File: src/rtl/icache_pkg.sv
// Shared types and constants for the direct-mapped L1 instruction cache.
// The default geometry here matches the icache_l1 parameter defaults.
package icache_pkg;

    localparam int DEF_LINES  = 16;
    localparam int DEF_WORDS  = 4;
    localparam int DEF_ADDR_W = 32;

    localparam int INDEX_W  = $clog2(DEF_LINES);
    localparam int OFFSET_W = $clog2(DEF_WORDS);
    localparam int TAG_W    = DEF_ADDR_W - INDEX_W - OFFSET_W - 2;

    localparam logic [31:0] NOP_INSTR = 32'h00000013;

    typedef enum logic [1:0] {
        IDLE = 2'd0,
        REQ  = 2'd1,
        FILL = 2'd2
    } state_t;

endpackage

File: src/rtl/icache_array.sv
// Tag/valid/data storage for icache_l1: asynchronous read, one word write per
// cycle, tag+valid set at line completion and a single-cycle bulk invalidate.
module icache_array #(
    parameter int LINES          = 16,
    parameter int WORDS_PER_LINE = 4,
    parameter int TAG_W          = 26
) (
    input  logic                              clk,
    input  logic                              rst,
    input  logic [$clog2(LINES)-1:0]          rd_index,
    input  logic [$clog2(WORDS_PER_LINE)-1:0] rd_offset,
    output logic [31:0]                       rd_data,
    output logic [TAG_W-1:0]                  rd_tag,
    output logic                              rd_valid,
    input  logic                              wr_en,
    input  logic [$clog2(LINES)-1:0]          wr_index,
    input  logic [$clog2(WORDS_PER_LINE)-1:0] wr_offset,
    input  logic [31:0]                       wr_data,
    input  logic                              set_en,
    input  logic [TAG_W-1:0]                  set_tag,
    input  logic                              set_valid,
    input  logic                              inval_all
);

    logic [31:0]      data_mem [LINES*WORDS_PER_LINE];
    logic [TAG_W-1:0] tag_mem  [LINES];
    logic [LINES-1:0] valid_q;

    assign rd_data  = data_mem[{rd_index, rd_offset}];
    assign rd_tag   = tag_mem[rd_index];
    assign rd_valid = valid_q[rd_index];

    // Contents are only trusted behind a valid bit, so the arrays carry no reset.
    always_ff @(posedge clk) begin
        if (wr_en) begin
            data_mem[{wr_index, wr_offset}] <= wr_data;
        end
        if (set_en) begin
            tag_mem[wr_index] <= set_tag;
        end
    end

    always_ff @(posedge clk or posedge rst) begin
        if (rst) begin
            valid_q <= '0;
        end else if (inval_all) begin
            valid_q <= '0;
        end else if (set_en && set_valid) begin
            valid_q[wr_index] <= 1'b1;
        end
    end

endmodule

File: src/rtl/icache_l1.sv
// Direct-mapped read-only L1 instruction cache: combinational hit path, stall
// and single-line refill on miss. Optional hit/miss counters via ICACHE_STATS_EN.
//
// state | meaning
// IDLE  | lookup held pc; hit returns instr, miss latches line address
// REQ   | refill request presented until memory accepts it
// FILL  | collecting response beats in ascending word order
module icache_l1
    import icache_pkg::*;
#(
    parameter int LINES          = DEF_LINES,
    parameter int WORDS_PER_LINE = DEF_WORDS,
    parameter int ADDR_W         = DEF_ADDR_W
) (
    input  logic              clk,
    input  logic              rst,
    input  logic [ADDR_W-1:0] pc,
    output logic [31:0]       instr,
    output logic              stall,
    input  logic              flush,
    output logic              mem_req_valid,
    input  logic              mem_req_ready,
    output logic [ADDR_W-1:0] mem_req_addr,
    input  logic              mem_rsp_valid,
    input  logic [31:0]       mem_rsp_data,
    output logic [31:0]       hit_count,
    output logic [31:0]       miss_count
);

    localparam int IDX_W    = $clog2(LINES);
    localparam int OFF_W    = $clog2(WORDS_PER_LINE);
    localparam int TG_W     = ADDR_W - IDX_W - OFF_W - 2;
    localparam int LINE_LSB = OFF_W + 2;
    localparam logic [OFF_W-1:0] LAST_WORD = OFF_W'(WORDS_PER_LINE - 1);

    state_t                     state_q, state_d;
    logic [ADDR_W-LINE_LSB-1:0] line_q;
    logic [OFF_W-1:0]           cnt_q;
    logic                       flush_pend_q;

    logic [OFF_W-1:0] pc_off;
    logic [IDX_W-1:0] pc_idx;
    logic [TG_W-1:0]  pc_tag;
    logic [IDX_W-1:0] fill_idx;
    logic [TG_W-1:0]  fill_tag;
    logic [31:0]      rd_data;
    logic [TG_W-1:0]  rd_tag;
    logic             rd_valid;
    logic             hit;
    logic             wr_en, set_en, latch_line, idle_hit;
    logic             unused_pc;

    assign pc_off    = pc[LINE_LSB-1:2];
    assign pc_idx    = pc[LINE_LSB +: IDX_W];
    assign pc_tag    = pc[ADDR_W-1 -: TG_W];
    assign unused_pc = ^pc[1:0];

    assign fill_idx = line_q[IDX_W-1:0];
    assign fill_tag = line_q[IDX_W +: TG_W];

    assign hit          = rd_valid && (rd_tag == pc_tag);
    assign mem_req_addr = {line_q, {LINE_LSB{1'b0}}};

    icache_array #(
        .LINES          (LINES),
        .WORDS_PER_LINE (WORDS_PER_LINE),
        .TAG_W          (TG_W)
    ) u_array (
        .clk       (clk),
        .rst       (rst),
        .rd_index  (pc_idx),
        .rd_offset (pc_off),
        .rd_data   (rd_data),
        .rd_tag    (rd_tag),
        .rd_valid  (rd_valid),
        .wr_en     (wr_en),
        .wr_index  (fill_idx),
        .wr_offset (cnt_q),
        .wr_data   (mem_rsp_data),
        .set_en    (set_en),
        .set_tag   (fill_tag),
        .set_valid (!(flush_pend_q || flush)),
        .inval_all (flush)
    );

    always_comb begin
        state_d       = state_q;
        stall         = 1'b1;
        instr         = NOP_INSTR;
        mem_req_valid = 1'b0;
        wr_en         = 1'b0;
        set_en        = 1'b0;
        latch_line    = 1'b0;
        idle_hit      = 1'b0;
        case (state_q)
            IDLE: begin
                if (hit) begin
                    stall    = 1'b0;
                    instr    = rd_data;
                    idle_hit = 1'b1;
                end else begin
                    latch_line = 1'b1;
                    state_d    = REQ;
                end
            end
            REQ: begin
                mem_req_valid = 1'b1;
                if (mem_req_ready) begin
                    state_d = FILL;
                end
            end
            FILL: begin
                if (mem_rsp_valid) begin
                    wr_en = 1'b1;
                    if (cnt_q == LAST_WORD) begin
                        set_en  = 1'b1;
                        state_d = IDLE;
                    end
                end
            end
            default: state_d = IDLE;
        endcase
    end

    always_ff @(posedge clk or posedge rst) begin
        if (rst) begin
            state_q      <= IDLE;
            line_q       <= '0;
            cnt_q        <= '0;
            flush_pend_q <= 1'b0;
        end else begin
            state_q <= state_d;
            if (latch_line) begin
                line_q <= pc[ADDR_W-1:LINE_LSB];
            end
            if (state_q == REQ) begin
                cnt_q <= '0;
            end else if (wr_en) begin
                cnt_q <= cnt_q + 1'b1;
            end
            // A flush seen mid-refill keeps the arriving line from being marked valid.
            if (set_en) begin
                flush_pend_q <= 1'b0;
            end else if (flush && (state_q != IDLE)) begin
                flush_pend_q <= 1'b1;
            end
        end
    end

`ifdef ICACHE_STATS_EN
    logic [31:0] hit_q, miss_q;

    always_ff @(posedge clk or posedge rst) begin
        if (rst) begin
            hit_q  <= '0;
            miss_q <= '0;
        end else begin
            if (idle_hit) begin
                hit_q <= hit_q + 32'd1;
            end
            if (latch_line) begin
                miss_q <= miss_q + 32'd1;
            end
        end
    end

    assign hit_count  = hit_q;
    assign miss_count = miss_q;
`else
    logic unused_stats;
    assign unused_stats = idle_hit;
    assign hit_count    = '0;
    assign miss_count   = '0;
`endif

endmodule

File: config.mk
export PLATFORM = sky130hd
export DESIGN_NAME = icache_l1
export DESIGN_NICKNAME = d
export VERILOG_FILES = /design/src/rtl/icache_pkg.sv /design/src/rtl/icache_array.sv /design/src/rtl/icache_l1.sv
export SDC_FILE = /design/constraint.sdc
export NUM_CORES = 2
export LEC_CHECK = 0
export CAP_MARGIN = 15
export CORE_AREA = 3 3 432 648
export DETAILED_ROUTE_END_ITERATION = 6
export DIE_AREA = 0 0 435 651
export PLACE_DENSITY = 0.5
export SYNTH_ARGS = -nofsm -noshare
export SYNTH_HDL_FRONTEND = slang
export SYNTH_HIERARCHICAL = 1
export SYNTH_SLANG_ARGS = --single-unit
export TNS_END_PERCENT = 50
File: constraint.sdc
create_clock -name clk -period 4.74 [get_ports clk]
set_input_delay 0.711 -clock clk [delete_from_list [all_inputs] [get_ports clk]]
set_output_delay 0.711 -clock clk [all_outputs]
set_load 0.01 [all_outputs]
* Word-level counts from Yosys, hierarchy flattened
Memory sizes are Yosys's and may differ from the RTL's.
Cells that the tools add are included.
** Storage, ports and cells
- Bits in registers :: 49
- Latch bits :: 0
- RAM bits :: 2432
- ROM bits :: 0
- Input port bits :: 69
- Output and inout port bits :: 130
- Word-level logic and storage cells :: 62
- Memories :: 2
** Cells by class
- Add/subtract/negate cells :: 1
- Multipliers :: 0
- Divide/modulo/power cells :: 0
- Order comparisons :: 3
- Eq/ne operators :: 8
- Shifts and indexed selects :: 0
- Mux-type cells :: 30
- Bitwise logic cells :: 1
- Reductions and logical operators :: 12
** Memories
- u_array.data_mem :: words 64, bits a word 32, rd ports 1, clocked after Yosys merged registers in 0, write ports 1, RTL line icache_array.sv:25 : logic [31:0] data_mem [LINES*WORDS_PER_LINE];
- u_array.tag_mem :: words 16, bits a word 24, rd ports 1, clocked after Yosys merged registers in 0, write ports 1, RTL line icache_array.sv:26 : logic [TAG_W-1:0] tag_mem [LINES];
** Operators with widths (count)
- two-way mux 32 bit :: 2
- two-way mux 16 bit :: 2
- == test 24 bit :: 1
- two-way mux 1 bit :: 17
- OR 16 bit :: 1
- two-way mux 2 bit :: 6
- < comparator 4 x 5 -> 1 bit (second input constant) :: 2
- inequality test 2 bit (second input constant) :: 4
- nonzero test 2 bit :: 4
- one-hot mux 2 bit (3 select lines) :: 1
- binary-select mux 1 bit (select 4 bit) :: 1
- demux 1 bit (select 4 bit) :: 1
- == test 2 bit (second input constant) :: 2
- greater-or-equal comparator 4 x 1 -> 1 bit (second input constant) :: 1
- logical AND 1 bit :: 4
- AND reduction 4 bit :: 1
- adder 2 x 1 -> 2 bit (second input constant) :: 1
- == test 2 x 1 -> 1 bit (second input constant) :: 1
- zero test 2 bit :: 1
- zero test 1 bit :: 1
- logical OR 1 bit :: 1

* Depth between registers and ports, before layout
- Depth in word-level cells :: 7
- Gate-level depth with buffers :: 12
- Mapped depth without buffers :: 7

* Cells and area by module
Netlist, hierarchy kept.
** By module, submodules not included
- icache_array :: times used 1, cells an instance 3902, area an instance 93691.1 sq um, seq. area each 73430.4 sq um
- icache_l1 :: times used 1, cells an instance 228, area an instance 2399.8 sq um, seq. area each 825.8 sq um

* Least setup slack after synthesis
No wires, ideal clock.
- Path type :: input to output
- Start point :: input port pc[4]
- End point :: output port instr[10]
- Data arrival time :: 3.720 ns
- Data required time :: 4.029 ns
- Slack :: 0.309 ns
- Stages :: 12
- Path buffers :: 5
- Cell sequence :: buf_2 > buf_2 > buf_2 > mux4_2 > mux4_2 > xnor2_1 > nand4_1 > nor4_2 > and3_2 > buf_2 > clkbuf_2 > and3_1
** Between the ends
- Cells in the longest elaborated chain, start to end :: 5
- Elaborated cells between the ends (all ways) :: 8
- Those cells by class :: eq/ne: 1; mux: 4; reduce/logical: 1; memory: 2
** RTL lines
- start: declaration :: RTL line icache_l1.sv:17 : input logic [ADDR_W-1:0] pc,
- memory (16 x 24 bit)
- net rd_tag[15] :: RTL line icache_l1.sv:47 : logic [TG_W-1:0] rd_tag;
- == test 24 bit :: RTL line icache_l1.sv:61 : assign hit = rd_valid && (rd_tag == pc_tag);
- logical AND 1 bit :: RTL line icache_l1.sv:61
- two-way mux 32 bit :: RTL line icache_l1.sv:97 : if (hit) begin
- two-way mux 32 bit :: RTL line icache_l1.sv:95 : case (state_q)
- end: declaration :: RTL line icache_l1.sv:18 : output logic [31:0] instr,
The timed path passes the listed nets, and every way through them passes these cells. The select of a mux whose other input is x is not followed.

* Worst setup path after layout
- Start point :: memory u_array/tag_mem[7][19] in the netlist's numbering
- End point :: output port instr[31]
** Between the ends
- Cells in the longest elaborated chain, start to end :: 5
** RTL lines (RTL line)
- start: declaration :: icache_array.sv:26
- memory (16 x 24 bit)
- net rd_tag[19] :: icache_l1.sv:47
- == test 24 bit :: icache_l1.sv:61
- logical AND 1 bit :: icache_l1.sv:61
- two-way mux 32 bit :: icache_l1.sv:97
- two-way mux 32 bit :: icache_l1.sv:95
The timed path passes the listed nets, and every way through them passes these cells.

==> metrics <==
DRT antenna net count 0; Mapped Area 96090 um2; # rows 236; die height 651 um; Initial Utilization 0.3492; Synth Flop Type edfxtp_1; status finished clean; max_cap viols 0; I/O Buffers 128; synthesized instance count 4130; Max transition margin 0.1941; synth cell count leaders edfxtp_1 (2432), mux4_2 (660), mux2i_1 (124); Max VDD drop 0.3173 mV; Avg WL per Cell 31.74 um; most frequent cell after synthesis edfxtp_1; leakage power 0.03565 uW; Synth area leaders edfxtp_1 (76%), mux4_2 (15%), mux2i_1 (1.3%), dfrtp_1 (1.3%), buf_4 (0.83%); Yosys cell types 54; Worst-Margin Slew 1.205 ns; IO Pins 199; top-area cell type share of the netlist area 0.7600; worst path arrival time 4.01 ns; FFs w/ async S/R, synth 0.01975; area leader, netlist edfxtp_1; fin nets 4759; Setup CP Type flip-flop to output port; vias in the first global route 47630; FILL cells 24140; Hold Violations, Final 0; Yosys reg bits 2481; GRT Residual Overflow 0; area growth from synthesis to layout 17.48%; Fin Setup TNS 0 ns; Yosys warnings 6; final wirelength 272100 um; Post-synth EDFFs 2432; min-delay worst type input pin to flip-flop; Period Utilization, post-route 0.9950; total track usage 0.1899; largest net degree at the start of global routing 65; core area 275200 um2; Via Count 45710; TritonCTS clock tree built; final setup margin 0.02386 ns; level count of the clock H-tree 4; Final Wtd Congestion 0.7545; pwr dens 422.2 nW/um2; fin. max-slew vios 0; Critical Path Fanout Max 6; first-pass GRT wire length 380000 um; CP Data Required Time 4.03 ns; Hold WS 0.2377 ns; Finish-stage setup viols 0; Setup crit start kind flip-flop; Worst setup EP type output port; unrepaired setup endpoints after global routing true; setup slack at placement -0.3696 ns; Syn Area/Cell 23.27 um2; antenna violations before repair 23; Tmin final 4.716 ns; root buf cell clkbuf_16; share of cells above drive strength 1 0.3353; Reg clk slew, reported paths 0.07 ns; via density per instance 5.332; post-route DRC violation count 0; Fmax 0.2120 GHz; clock sink count 2481; Worst-Skew Late Latency 0.91 ns; Max Buffers Root-to-Sink 4; die area 283200 um2; HPWL Detailed 158000 um; Seq/Total Area, Yosys 0.7728; Worst Skew 0.07466 ns; initial DRC count 3807; total CTS buffers 230; Die W 435 um; Pre-Repair DR Iteration Count 5
-- sequential cells by signal (all words and copies together), names as in the netlist --
register	cells
u_array/tag_mem	384
flush_pend_q	1
state_q	2
u_array/data_mem	2048
line_q	28
cnt_q	2
u_array/valid_q	16
-- repair_timing --
action                                  in CTS  in global routing
pin swaps                                    4                  2
endpoints found under the setup margin      33                 32
hold buffers                                 0                  0
buffers inserted                             7                 13
resized for setup                          149                 12
cloned                                       1                  0
-- area by class of cell --
| class | instances | area (um2) | share of cell area |
|---|---|---|---|
| multi-input combinational | 1419 | 20980 | 0.1859 |
| sequential | 2481 | 74260 | 0.6578 |
| tap | 3689 | 4616 | 0.04089 |
| timing repair buffer | 552 | 5653 | 0.05007 |
| antenna | 10 | 25.02 | 0.0002217 |
| clock inverter | 136 | 1333 | 0.01180 |
| clock buffer | 280 | 6006 | 0.05320 |
| inverter | 5 | 18.77 | 0.0001662 |
-- where the power goes --
part	leakage (uW)	internal, uW	switching, uW
clock network	0.00359	10400	8070
registers	0.0225	24800	639
logic	0.00960	1610	2120
total	0.0356	36800	10800
-- critical path, stage by stage, from the launching register on --
cell and delay [ns]:
edfxtp_1 0.37, mux4_2 0.48, mux4_2 0.52, xnor2_2 0.14
buf_4 0.14, nand4_1 0.10, nor4_2 0.34, and3_4 0.28
buf_12 0.14, buf_16 0.16, buf_12 0.12, and3_4 0.17
buf_6 0.10
-- worst paths after layout --
check	from	to	slack, ns	depth (start not counted)
max	u_array/tag_mem[7][19]$_DFFE_PP_	instr[31]	0.02	12
min	mem_rsp_data[11]	u_array/data_mem[59][11]$_DFFE_PP_	0.24	1
max reg2reg	u_array/tag_mem[7][19]$_DFFE_PP_	line_q[13]$_DFFE_PP0P_	1.54	12
min reg2reg	u_array/valid_q[15]$_DFFE_PP0P_	u_array/valid_q[15]$_DFFE_PP0P_	0.50	2
max in group asynchronous	rst	u_array/valid_q[14]$_DFFE_PP0P_	3.95	2
min in group asynchronous	rst	u_array/valid_q[13]$_DFFE_PP0P_	0.37	2
-- through the flow --
stage / total power (uW) / cell area [um2] / cells / util
2_1_floorplan: 27580 / 96340 / 4197 / -
3_3_place_gp: 29670 / 105100 / 8117 / 0.3819
3_5_place_dp: 29750 / 105100 / 8117 / 0.3819
4_1_cts: 48220 / 112500 / 8541 / 0.4089
5_1_grt: 49220 / 112900 / 8564 / 0.4101
6_report: 47660 / 112900 / 8572 / 0.4102
-- metal layers --
layer,part of all wire,wire length (um),vias to the layer above,GRT usage
met5,0.00038,103,-,0
met4,0.028,7565,16,0.05125
met3,0.049,13370,378,0.02787
met2,0.54,146900,1220,0.3489
met1,0.38,104100,25450,0.2323
li1,-,-,18650,-
-- kinds of logic after synthesis --
logic type,share of synthesized area
flip-flops,0.7728
multiplexers,0.1747
adder cells (fa/ha/maj),0.0001302
XOR/XNOR,0.002188
AND/OR/NAND/NOR,0.01448
buffers and inverters,0.01897
AO/OA/AOI/OAI,0.01671
other,0.00003903
-- placed cells by master, fill, tap and decap left out, types with 25 or more instances in the layout --
master           instances
a21oi_1                 40
a221oi_1                28
a22oi_1                 43
buf_12                 104
buf_2                   56
buf_4                  313
bufinv_16               26
clkbuf_1                46
clkbuf_16              232
clkdlybuf4s50_1         57
clkinv_1                57
clkinv_2                42
conb_1                  68
dfrtp_1                 49
edfxtp_1              2432
mux2_2                  34
mux2i_1                124
mux4_2                 660
nand3_1                 31
nor2_1                  25
nor2_4                  82
nor3_1                  27
(Power assumes the default switching activity.)
